### config.mk
export PLATFORM = sky130hd
export DESIGN_NAME = rv_halt_dump
export DESIGN_NICKNAME = d
export VERILOG_FILES = /design/src/rtl/rv_halt_dump.sv
export SDC_FILE = /design/constraint.sdc
export NUM_CORES = 1
export LEC_CHECK = 0
export ABC_AREA = 0
export BUFFER_PORTS_ARGS = -buffer_cell sky130_fd_sc_hd__buf_2
export CORE_MARGIN = 2
export CORE_UTILIZATION = 48
export DETAILED_ROUTE_END_ITERATION = 6
export GPL_ROUTABILITY_DRIVEN = 0
export PLACE_DENSITY = 0.8
export SLEW_MARGIN = 0
export SYNTH_ARGS = -nofsm -noshare
export SYNTH_HDL_FRONTEND = slang
export SYNTH_SLANG_ARGS = --single-unit
### constraint.sdc
create_clock -name clk -period 2.24 [get_ports clk]
set_input_delay 0.336 -clock clk [delete_from_list [all_inputs] [get_ports clk]]
set_output_delay 0.336 -clock clk [all_outputs]
set_load 0.02 [all_outputs]
### src/rtl/rv_halt_dump.sv
// rtl/rv_halt_dump.sv - halts the core on ECALL/EBREAK, streams the register file, reports pass/fail
module rv_halt_dump #(
  parameter int unsigned XLEN       = 32,
  parameter int unsigned NREGS      = 32,
  parameter int unsigned STATUS_REG = 3
) (
  input  logic            clk,
  input  logic            rst_n,
  input  logic            inst_valid,
  input  logic [31:0]     inst,
  output logic            halted,
  output logic [4:0]      reg_raddr,
  input  logic [XLEN-1:0] reg_rdata,
  output logic            dump_valid,
  input  logic            dump_ready,
  output logic [4:0]      dump_idx,
  output logic [XLEN-1:0] dump_data,
  output logic            done,
  output logic            pass,
  output logic [XLEN-2:0] fail_test
);

  typedef enum logic [1:0] {IDLE, READ, SEND, DONE} state_t;

  localparam logic [4:0] LAST_IDX = 5'(NREGS - 1);

  state_t          state_q, state_d;
  logic [4:0]      idx_q, idx_d;
  logic [XLEN-1:0] status_q, status_d;
  logic            halted_q, halted_d;
  logic            dump_valid_q, dump_valid_d;
  logic [4:0]      dump_idx_q, dump_idx_d;
  logic [XLEN-1:0] dump_data_q, dump_data_d;
  logic            trigger;
  logic            is_status;

  // Only plain ECALL/EBREAK; CSR ops and other SYSTEM encodings pass through.
  assign trigger = inst_valid && (inst[6:0] == 7'b1110011) && (inst[14:12] == 3'b000) &&
                   ((inst[31:20] == 12'h000) || (inst[31:20] == 12'h001));

  // Never true when STATUS_REG lies outside the dumped range, leaving status at 0.
  assign is_status = ({27'd0, idx_q} == 32'(STATUS_REG));

  always_comb begin
    state_d      = state_q;
    idx_d        = idx_q;
    status_d     = status_q;
    halted_d     = halted_q;
    dump_valid_d = dump_valid_q;
    dump_idx_d   = dump_idx_q;
    dump_data_d  = dump_data_q;
    case (state_q)
      IDLE: begin
        if (trigger) begin
          halted_d = 1'b1;
          idx_d    = 5'd0;
          state_d  = READ;
        end
      end
      READ: begin
        dump_data_d  = reg_rdata;
        dump_idx_d   = idx_q;
        dump_valid_d = 1'b1;
        if (is_status) status_d = reg_rdata;
        state_d = SEND;
      end
      SEND: begin
        if (dump_valid_q && dump_ready) begin
          dump_valid_d = 1'b0;
          if (idx_q == LAST_IDX) begin
            state_d = DONE;
          end else begin
            idx_d   = idx_q + 5'd1;
            state_d = READ;
          end
        end
      end
      DONE: begin
      end
      default: state_d = IDLE;
    endcase
  end

  always_ff @(posedge clk or negedge rst_n) begin
    if (!rst_n) begin
      state_q      <= IDLE;
      idx_q        <= 5'd0;
      status_q     <= '0;
      halted_q     <= 1'b0;
      dump_valid_q <= 1'b0;
      dump_idx_q   <= 5'd0;
      dump_data_q  <= '0;
    end else begin
      state_q      <= state_d;
      idx_q        <= idx_d;
      status_q     <= status_d;
      halted_q     <= halted_d;
      dump_valid_q <= dump_valid_d;
      dump_idx_q   <= dump_idx_d;
      dump_data_q  <= dump_data_d;
    end
  end

  // idx only moves on the handshake that re-enters READ, so it doubles as the read address.
  assign reg_raddr  = idx_q;
  assign halted     = halted_q;
  assign dump_valid = dump_valid_q;
  assign dump_idx   = dump_idx_q;
  assign dump_data  = dump_data_q;
  assign done       = (state_q == DONE);
  assign pass       = done && (status_q == XLEN'(1));
  assign fail_test  = done ? status_q[XLEN-1:1] : '0;

endmodule

==> results of run 1 <==
sequential cells by signal (all words and copies together), names as in the netlist:
register,count
dump_data,32
state_q,2
halted,1
reg_raddr,5
status_q,32
dump_idx,5
dump_valid,1
placed cells by master (no fill, tap or decap), types with 2 or more instances in the layout:
master    instances
nand4_1           2
dfrtp_1          77
nor4_1            5
nor3_1            2
nor4_4            2
mux2i_1           4
nand2_1           5
clkinv_4          2
clkbuf_8         10
buf_4             7
ha_2              2
mux2_1            2
or3_1             2
nor2_1            6
and2_1           32
inv_1             7
nand4b_1          2
buf_2           132
ha_1              6
mux2_2           68
layer usage:
layer / part of all wire, % / GRT usage, % / wire length (um) / vias to the layer above
met3: 8.0 / 6.62 / 632 / 15
met5: 0 / 0 / 0 / -
met1: 43 / 25.0 / 3360 / 1250
li1: - / - / - / 1192
met4: 2.4 / 9.36 / 189 / 0
met2: 47 / 32.5 / 3680 / 104
cells by family (layout without fill, tap and decap cells):
kind of cell | Yosys count | in the layout
AOI/OAI and AO/OA | 13 | 13
adders and majority gates | 8 | 8
buffers and inverters | 19 | 164
DFF | 78 | 78
muxes | 74 | 74
and+or+nand+nor | 66 | 66
stage by stage:
stage | total power [uW] | instance area [um2] | hold WS [ns]
global placement | 1530 | 4350 | 0.340
floorplan | 1440 | 3560 | 0.0404
finish | 2590 | 4590 | 0.224
CTS | 2620 | 4570 | 0.203
detailed placement | 1540 | 4350 | 0.340
global route | 2700 | 4590 | 0.217
cell type report:
class | count | area [um2] | area share, %
flip-flops and latches | 78 | 1950 | 42.5
multi-input cells | 161 | 1540 | 33.6
repair buffers | 141 | 743 | 16.2
clock buffers | 10 | 138 | 3.00
well taps | 99 | 124 | 2.70
clock inverters | 6 | 68.8 | 1.50
inverters | 7 | 26.3 | 0.572
power by group:
part	internal (uW)	switching, uW
Sequential	1410	0.0000326
Combinational	45.1	56.3
Clock	551	528
worst max-delay path: stages, from the launching register on:
cell	delay (ns)
dfrtp_1	0.42
ha_1	0.20
nor4b_1	0.26
nand4_1	0.15
nor3_1	0.21
buf_2	0.20
final timing paths:
check                                                 to  depth (start not counted)
worst max-delay path                                pass                          5
worst min-delay path             status_q[6]$_DFFE_PN0P_                          2
worst max register to register  reg_raddr[3]$_DFFE_PN0P_                          7
worst min register to register        halted$_DFFE_PN0P_                          1
max in group asynchronous       reg_raddr[0]$_DFFE_PN0P_                          3
min in group asynchronous       dump_data[6]$_DFFE_PN0P_                          2
what timing repair did:
item,in CTS,in global routing
setup endpoints to repair,0,2
hold buffers,1,0
gates resized for setup,0,5
endpoints found under the hold margin,38,0
setup buffers,0,2
==> results.py, run 1 <==
metrics = {
    "floorplanning": {
        "die-area_um2": 8110,
        "die_x_um": 90.1,
        "start_util_pct": 49.3,
        "core_um2": 7210,
        "ios": 145,
        "rows": 31,
        "die_y_um": 90.1,
    },
    "yosys": {
        "yosys_warnings": 0,
        "synth_area_leaders": "dfrtp_1 (55%), mux2_2 (22%), and2_1 (5.6%)",
        "synthMuxAreaShare_pct": 23.3,
        "synth_top_family_by_area": "multiplexers",
        "yosysTopAreaCell": "dfrtp_1",
        "synth_top_flop_cell": "dfrtp_1",
        "synthCells": 258,
        "synth_top_area_share_pct": 54.9,
        "ys_seq_area_share_pct": 54.9,
        "yosys.area_share.simple_pct": 12.7,
        "synthXorXnorAreaFrac_pct": 0,
        "async_flop_share_pct": 100,
        "synthAdderAreaFrac_pct": 2.81,
        "netlist_top_cells_count": "dfrtp_1 (78), mux2_2 (68), and2_1 (32), ha_1 (8), inv_1 (7)",
        "synth-edff-count": 0,
        "synth_compound_area_share_pct": 4.05,
        "syn_area_um2": 3560,
        "syn_avg_cell_area_um2": 13.8,
        "ys_ff_latch": 78,
        "synth.most_common_cell": "dfrtp_1",
        "synth_nets": 334,
        "synthDistinctLibCells": 38,
    },
    "worst_hold_path": {
        "holdCritPathClass": "primary input to flip-flop",
        "worstHoldStart": "reg_rdata[6]",
    },
    "timing": {
        "timing.fmax_ghz": 0.473,
        "fin_ws_ns": 0.126,
        "slew_headroom_pct": 65.0,
        "setup-tns-final_ns": 0,
        "fin_crit_ns": 2.11,
        "grt_setup_unrepaired": "false",
        "worst_pin_slew_ns": 0.524,
        "clock_skew_ns": 0.00914,
        "finalSetupViolCount": 0,
        "drv_slew": 0,
        "finalHoldViolCount": 0,
        "fin_crit_sh_pct": 94.4,
    },
    "pwr": {
        "p_per_area_nw_per_um2": 563,
        "vdd_drop_max_uv": 344,
        "leakage_uw": 0.00258,
    },
    "setup_path": {
        "worstReg2RegStart": "reg_raddr[0]$_DFFE_PN0P_",
        "critPathMaxFanout": 5,
        "cp-startpoint": "state_q[0]$_DFFE_PN0P_",
        "critical_path_arrival_ns": 1.78,
        "worstSetupEndpointType": "primary output",
        "critPathRequiredTime_ns": 1.90,
        "crit_type": "flip-flop to primary output",
        "cp-start-kind": "flip-flop",
        "r2r_slack_ns": 0.15,
    },
    "final_layout": {
        "fin_cells": 502,
        "fillers": 595,
        "nets": 474,
        "drive_above_1_share_pct": 59.3,
        "fin_util_pct": 63.7,
        "diodes": 0,
        "layout-area-overhead-vs-synth_pct": 29.2,
    },
    "route": {
        "drt_iter0_drc": 53,
        "via_per_inst": 5.10,
        "drcViolationCount": 0,
        "ant_nets": 0,
        "routed_wl_um": 7870,
        "vias": 2561,
        "wl_per_cell_um": 15.7,
        "drtPass1Iterations": 4,
    },
    "place": {
        "io_buffer_count": 133,
        "post-place-cells": 483,
        "pre_cts_ws_ns": 0.115,
        "hpwl_um": 5700,
    },
    "clock_network": {
        "cts_sinks": 78,
        "cts_tree": "done",
        "clockBufferDepth": 2,
        "clk_pin_slew_ns": 0.08,
        "htree_levels": 3,
        "cts_root_buf": "clkbuf_8",
        "numCtsBuffers": 9,
        "clock_latency_ns": 0.34,
    },
    "run_status": {
        "status": "finished clean",
    },
    "grt": {
        "grt_pass1_wl_um": 13100,
        "grt_max_degree": 41,
        "grt_usage_pct": 20.3,
        "grt_antenna_before_repair": 0,
        "first_global_vias": 2708,
        "grt-ovfl-total": 0,
    },
    "run": {
        "maxCapViolCount": 0,
    },
}
Power figures use the tool's default switching activity.
==> inputs of run 2 (changes only) <==
CORE_MARGIN = 4   (was 2)
RECOVER_POWER = 50   (was not set)
SKIP_CTS_REPAIR_TIMING = 1   (was not set)
==> run 2 against run 1 <==
Against the previous run:
- via count decreased by 2.1%
- sequential share of layout area rose by 0.92 points
- first-iteration DRC count fell by 21%
- die area is 9.1% higher
- final cell count shrank 0.40%
- clock-buffer cell count down 1
==> results.py, run 2 (synthesized netlist as in run 1, its figures left out) <==
metrics = {
    "grt": {
        "first_global_vias": 2618,
        "grt_pass1_wl_um": 12700,
        "grt-ovfl-total": 0,
        "met2_usage_pct": 29.5,
        "use_met3_pct": 6.89,
        "grt_max_degree": 42,
        "grt_usage_pct": 18.7,
        "grt_use_met1_pct": 23.3,
        "grt_busiest_layer": "met2",
        "grt_antenna_before_repair": 0,
    },
    "timing": {
        "worst_pin_slew_ns": 0.922,
        "timing.fmax_ghz": 0.464,
        "fin_crit_sh_pct": 96.2,
        "fin_ws_ns": 0.0847,
        "clock_skew_ns": 0.00841,
        "slew_headroom_pct": 38.5,
        "finalHoldViolCount": 0,
        "drv_slew": 0,
        "fin_crit_ns": 2.16,
        "finalSetupViolCount": 0,
        "grt_setup_unrepaired": "false",
        "setup-tns-final_ns": 0,
    },
    "place": {
        "io_buffer_count": 133,
        "hpwl_um": 5890,
        "pre_cts_ws_ns": 0.109,
    },
    "route": {
        "drt_iter0_drc": 42,
        "ant_nets": 0,
        "vias": 2507,
        "wl_per_cell_um": 15.9,
        "drtPass1Iterations": 4,
        "via_per_inst": 5.01,
        "drcViolationCount": 0,
        "routed_wl_um": 7940,
    },
    "clock_network": {
        "clk_pin_slew_ns": 0.08,
        "cts_tree": "done",
        "clock_latency_ns": 0.34,
        "numCtsBuffers": 9,
        "clockBufferDepth": 2,
        "cts_root_buf": "clkbuf_8",
        "htree_levels": 3,
        "cts_sinks": 78,
    },
    "setup_path": {
        "worstSetupEndpointType": "flip-flop",
        "cp-startpoint": "reg_raddr[0]$_DFFE_PN0P_",
        "crit_type": "flip-flop to flip-flop",
        "critical_path_arrival_ns": 2.38,
        "cp-start-kind": "flip-flop",
        "critPathRequiredTime_ns": 2.46,
        "critPathMaxFanout": 6,
        "r2r_end": "reg_raddr[3]$_DFFE_PN0P_",
        "r2r_slack_ns": 0.08,
        "cp-endpoint": "reg_raddr[3]$_DFFE_PN0P_",
        "reg2regPathDepth": 7,
        "worstReg2RegStart": "reg_raddr[0]$_DFFE_PN0P_",
    },
    "final_layout": {
        "nets": 472,
        "drive_above_1_share_pct": 49.4,
        "final_common_cell": "buf_2",
        "mostFrequentLayoutCells": "buf_2 (95), dfrtp_1 (77), mux2_2 (68)",
        "fillers": 610,
        "fin_util_pct": 62.3,
        "diodes": 0,
        "layout-area-overhead-vs-synth_pct": 26.5,
    },
    "floorplanning": {
        "die-area_um2": 8850,
        "start_util_pct": 49.3,
        "die_y_um": 94.1,
        "die_x_um": 94.1,
        "core_um2": 7210,
        "rows": 31,
        "ios": 145,
    },
    "run": {
        "maxCapViolCount": 0,
    },
    "worst_hold_path": {
        "holdCritPathClass": "primary input to flip-flop",
    },
    "pwr": {
        "p_per_area_nw_per_um2": 551,
        "vdd_drop_max_uv": 431,
        "leakage_uw": 0.00240,
    },
    "run_status": {
        "status": "finished clean",
    },
}
-- run 2: how the worst min path moves through the flow --
stage	startpoint	end	slack (ns)	depth (start not counted)
floorplan	rst_n	dump_data[0]$_DFFE_PN0P_	0.04	0
CTS	rst_n	dump_data[15]$_DFFE_PN0P_	-0.06	1
finish	dump_ready	dump_valid$_DFFE_PN0P_	0.22	2
global placement	rst_n	dump_data[15]$_DFFE_PN0P_	0.34	1
detailed placement	rst_n	dump_data[15]$_DFFE_PN0P_	0.34	1
global route	reg_rdata[6]	status_q[6]$_DFFE_PN0P_	0.20	2
-- run 2: where the power goes --
| group | internal, uW | switching (uW) | leakage, uW |
|---|---|---|---|
| Combinational | 42.0 | 56.3 | 0.00124 |
| Sequential | 1410 | 0.0000305 | 0.00106 |
| Clock | 418 | 555 | 0.0000923 |
-- run 2: critical path, stage by stage (launching register included) --
cell and delay (ns):
dfrtp_1 0.44, ha_1 0.26, and3_1 0.19, ha_1 0.18
nand4b_1 0.20, a21boi_0 0.18, o41a_1 0.43, o21bai_1 0.16
-- run 2: cell type report --
cell class | count | area, um2 | share of cell area (%)
clock inverter | 7 | 55.1 | 1.22
sequential | 78 | 1950 | 43.4
clock buffer | 9 | 124 | 2.75
tap | 99 | 124 | 2.75
multi-input combinational | 161 | 1540 | 34.1
timing repair buffer | 139 | 679 | 15.1
inverter | 7 | 26.3 | 0.584
-- run 2: metrics by stage --
stage	cells	power, uW	cell area, um2	hold WS [ns]
5_1_grt	500	2600	4500	0.199
6_report	500	2480	4500	0.225
3_5_place_dp	483	1540	4360	0.335
3_3_place_gp	483	1540	4360	0.337
2_1_floorplan	258	1440	3560	0.0404
4_1_cts	499	2530	4540	-0.0585
-- run 2: metal layers --
metal	part of all wire, %	wire length (um)	vias to the layer above
li1	-	-	1194
met2	47	3700	97
met1	43	3430	1208
met4	1.1	91	0
met5	0	0	-
met3	9.1	719	8
==> inputs of run 3 (changes only) <==
REMOVE_ABC_BUFFERS = 1   (was not set)
==> run 3 against run 2 <==
Against the previous run:
- critical path depth unchanged
- via count increased by 0.36%
- maximum frequency fell by 1.4%
- non-clock buffer count is 3 higher
- largest cell class unchanged
- largest power group unchanged
==> results.py, run 3 (synthesized netlist as in run 1, its figures left out) <==
metrics = {
    "route": {
        "routed_wl_um": 7950,
        "wl_per_cell_um": 15.8,
        "ant_nets": 0,
        "drtPass1Iterations": 4,
        "vias": 2516,
        "via_per_inst": 5.00,
        "drt_iter0_drc": 52,
        "drcViolationCount": 0,
    },
    "place": {
        "dpl-instance-area_um2": 4360,
        "hpwl_um": 5960,
        "io_buffer_count": 133,
        "pre_cts_ws_ns": 0.0904,
    },
    "floorplanning": {
        "die_y_um": 94.1,
        "rows": 31,
        "core_um2": 7210,
        "start_util_pct": 49.3,
        "ios": 145,
        "die-area_um2": 8850,
        "die_x_um": 94.1,
    },
    "final_layout": {
        "multi_input_area_um2": 1540,
        "drive_above_1_share_pct": 49.8,
        "mostFrequentLayoutCells": "buf_2 (95), dfrtp_1 (77), mux2_2 (68)",
        "fin_util_pct": 62.5,
        "post-route-cell-area_um2": 4510,
        "fillers": 621,
        "layout-area-overhead-vs-synth_pct": 26.8,
        "nets": 475,
        "diodes": 0,
        "seq_area_um2": 1950,
        "final_common_cell": "buf_2",
    },
    "clock_network": {
        "clockBufferDepth": 2,
        "cts_tree": "done",
        "htree_levels": 3,
        "cts_root_buf": "clkbuf_8",
        "clk_pin_slew_ns": 0.08,
        "cts_sinks": 78,
        "clock_latency_ns": 0.34,
        "numCtsBuffers": 9,
    },
    "timing": {
        "clock_skew_ns": 0.00941,
        "fin_crit_ns": 2.19,
        "setup-tns-final_ns": 0,
        "worst_pin_slew_ns": 1.02,
        "finalHoldViolCount": 0,
        "drv_slew": 0,
        "timing.fmax_ghz": 0.457,
        "fin_ws_ns": 0.0532,
        "grt_setup_unrepaired": "false",
        "fin_crit_sh_pct": 97.6,
        "finalSetupViolCount": 0,
        "slew_headroom_pct": 32.3,
    },
    "setup_path": {
        "worstReg2RegStart": "reg_raddr[0]$_DFFE_PN0P_",
        "r2r_slack_ns": 0.05,
        "worstSetupEndpointType": "flip-flop",
        "cp-start-kind": "flip-flop",
        "path_cells": "ha_1 -> and3_1 -> ha_1 -> nand4b_1 -> a21boi_0 -> o41a_1 -> o21bai_1",
        "critPathRequiredTime_ns": 2.46,
        "critical_path_arrival_ns": 2.40,
        "cp_num_buf_inv": 0,
        "crit_family": "compound AO/OA/AOI/OAI gates",
        "slowest_stage": "o41a_1",
        "critPathMaxStageDelay_ns": 0.44,
        "crit_top_cell": "ha_1",
        "crit_type": "flip-flop to flip-flop",
        "reg2regPathDepth": 7,
        "r2r_end": "reg_raddr[3]$_DFFE_PN0P_",
        "critPathMaxFanout": 5,
    },
    "worst_hold_path": {
        "worstHoldStart": "dump_ready",
        "hold_depth": 2,
        "holdCritPathClass": "primary input to flip-flop",
        "holdPathEnd": "dump_valid$_DFFE_PN0P_",
    },
    "grt": {
        "grt_antenna_before_repair": 0,
        "grt_usage_pct": 18.4,
        "grt_max_degree": 43,
        "first_global_vias": 2657,
        "grt-ovfl-total": 0,
        "grt_pass1_wl_um": 12500,
    },
    "pwr": {
        "leakage_uw": 0.00241,
        "p_per_area_nw_per_um2": 543,
        "vdd_drop_max_uv": 316,
        "p_total_uw": 2450,
    },
    "run_status": {
        "status": "finished clean",
    },
    "run": {
        "maxCapViolCount": 0,
    },
}
## run 3: stage by stage
step / hold slack, ns / instances
6_report: 0.226 / 503
5_1_grt: 0.208 / 503
4_1_cts: -0.0232 / 501
3_5_place_dp: 0.358 / 485
3_3_place_gp: 0.351 / 485
2_1_floorplan: 0.0404 / 246
## run 3: layout make-up
cell class              instances  share of cell area [%]
well taps                      99                    2.75
multi-input cells             161                    34.2
inverters                       7                   0.583
repair buffers                142                    15.3
clock inverters                 5                   0.749
clock buffers                  11                    3.14
flip-flops and latches         78                    43.3
## run 3: power by group
part / leakage (uW) / switching [uW] / total, uW / internal [uW]
Combinational: 0.00126 / 54.5 / 96.5 / 42.0
Sequential: 0.00106 / 0.0000307 / 1410 / 1410
Clock: 0.0000857 / 512 / 946 / 433
## run 3: how the worst max path moves through the flow
stage / from / end / slack [ns] / cells past startpoint
CTS: state_q[0]$_DFFE_PN0P_ / pass / 0.05 / 5
global placement: reg_raddr[0]$_DFFE_PN0P_ / reg_raddr[3]$_DFFE_PN0P_ / 0.16 / 7
detailed placement: reg_raddr[0]$_DFFE_PN0P_ / reg_raddr[3]$_DFFE_PN0P_ / 0.09 / 7
global route: reg_raddr[0]$_DFFE_PN0P_ / reg_raddr[3]$_DFFE_PN0P_ / 0.005 / 7
floorplan: state_q[1]$_DFFE_PN0P_ / status_q[0]$_DFFE_PN0P_ / -0.84 / 4
finish: reg_raddr[0]$_DFFE_PN0P_ / reg_raddr[3]$_DFFE_PN0P_ / 0.05 / 7
## run 3: layer usage
| metal | share of wire (%) | vias up | track usage, % |
|---|---|---|---|
| li1 | - | 1190 | - |
| met1 | 41 | 1236 | 22.1 |
| met2 | 51 | 79 | 32.0 |
| met3 | 5.8 | 11 | 3.45 |
| met4 | 1.3 | 0 | 7.94 |
| met5 | 0 | - | 0 |
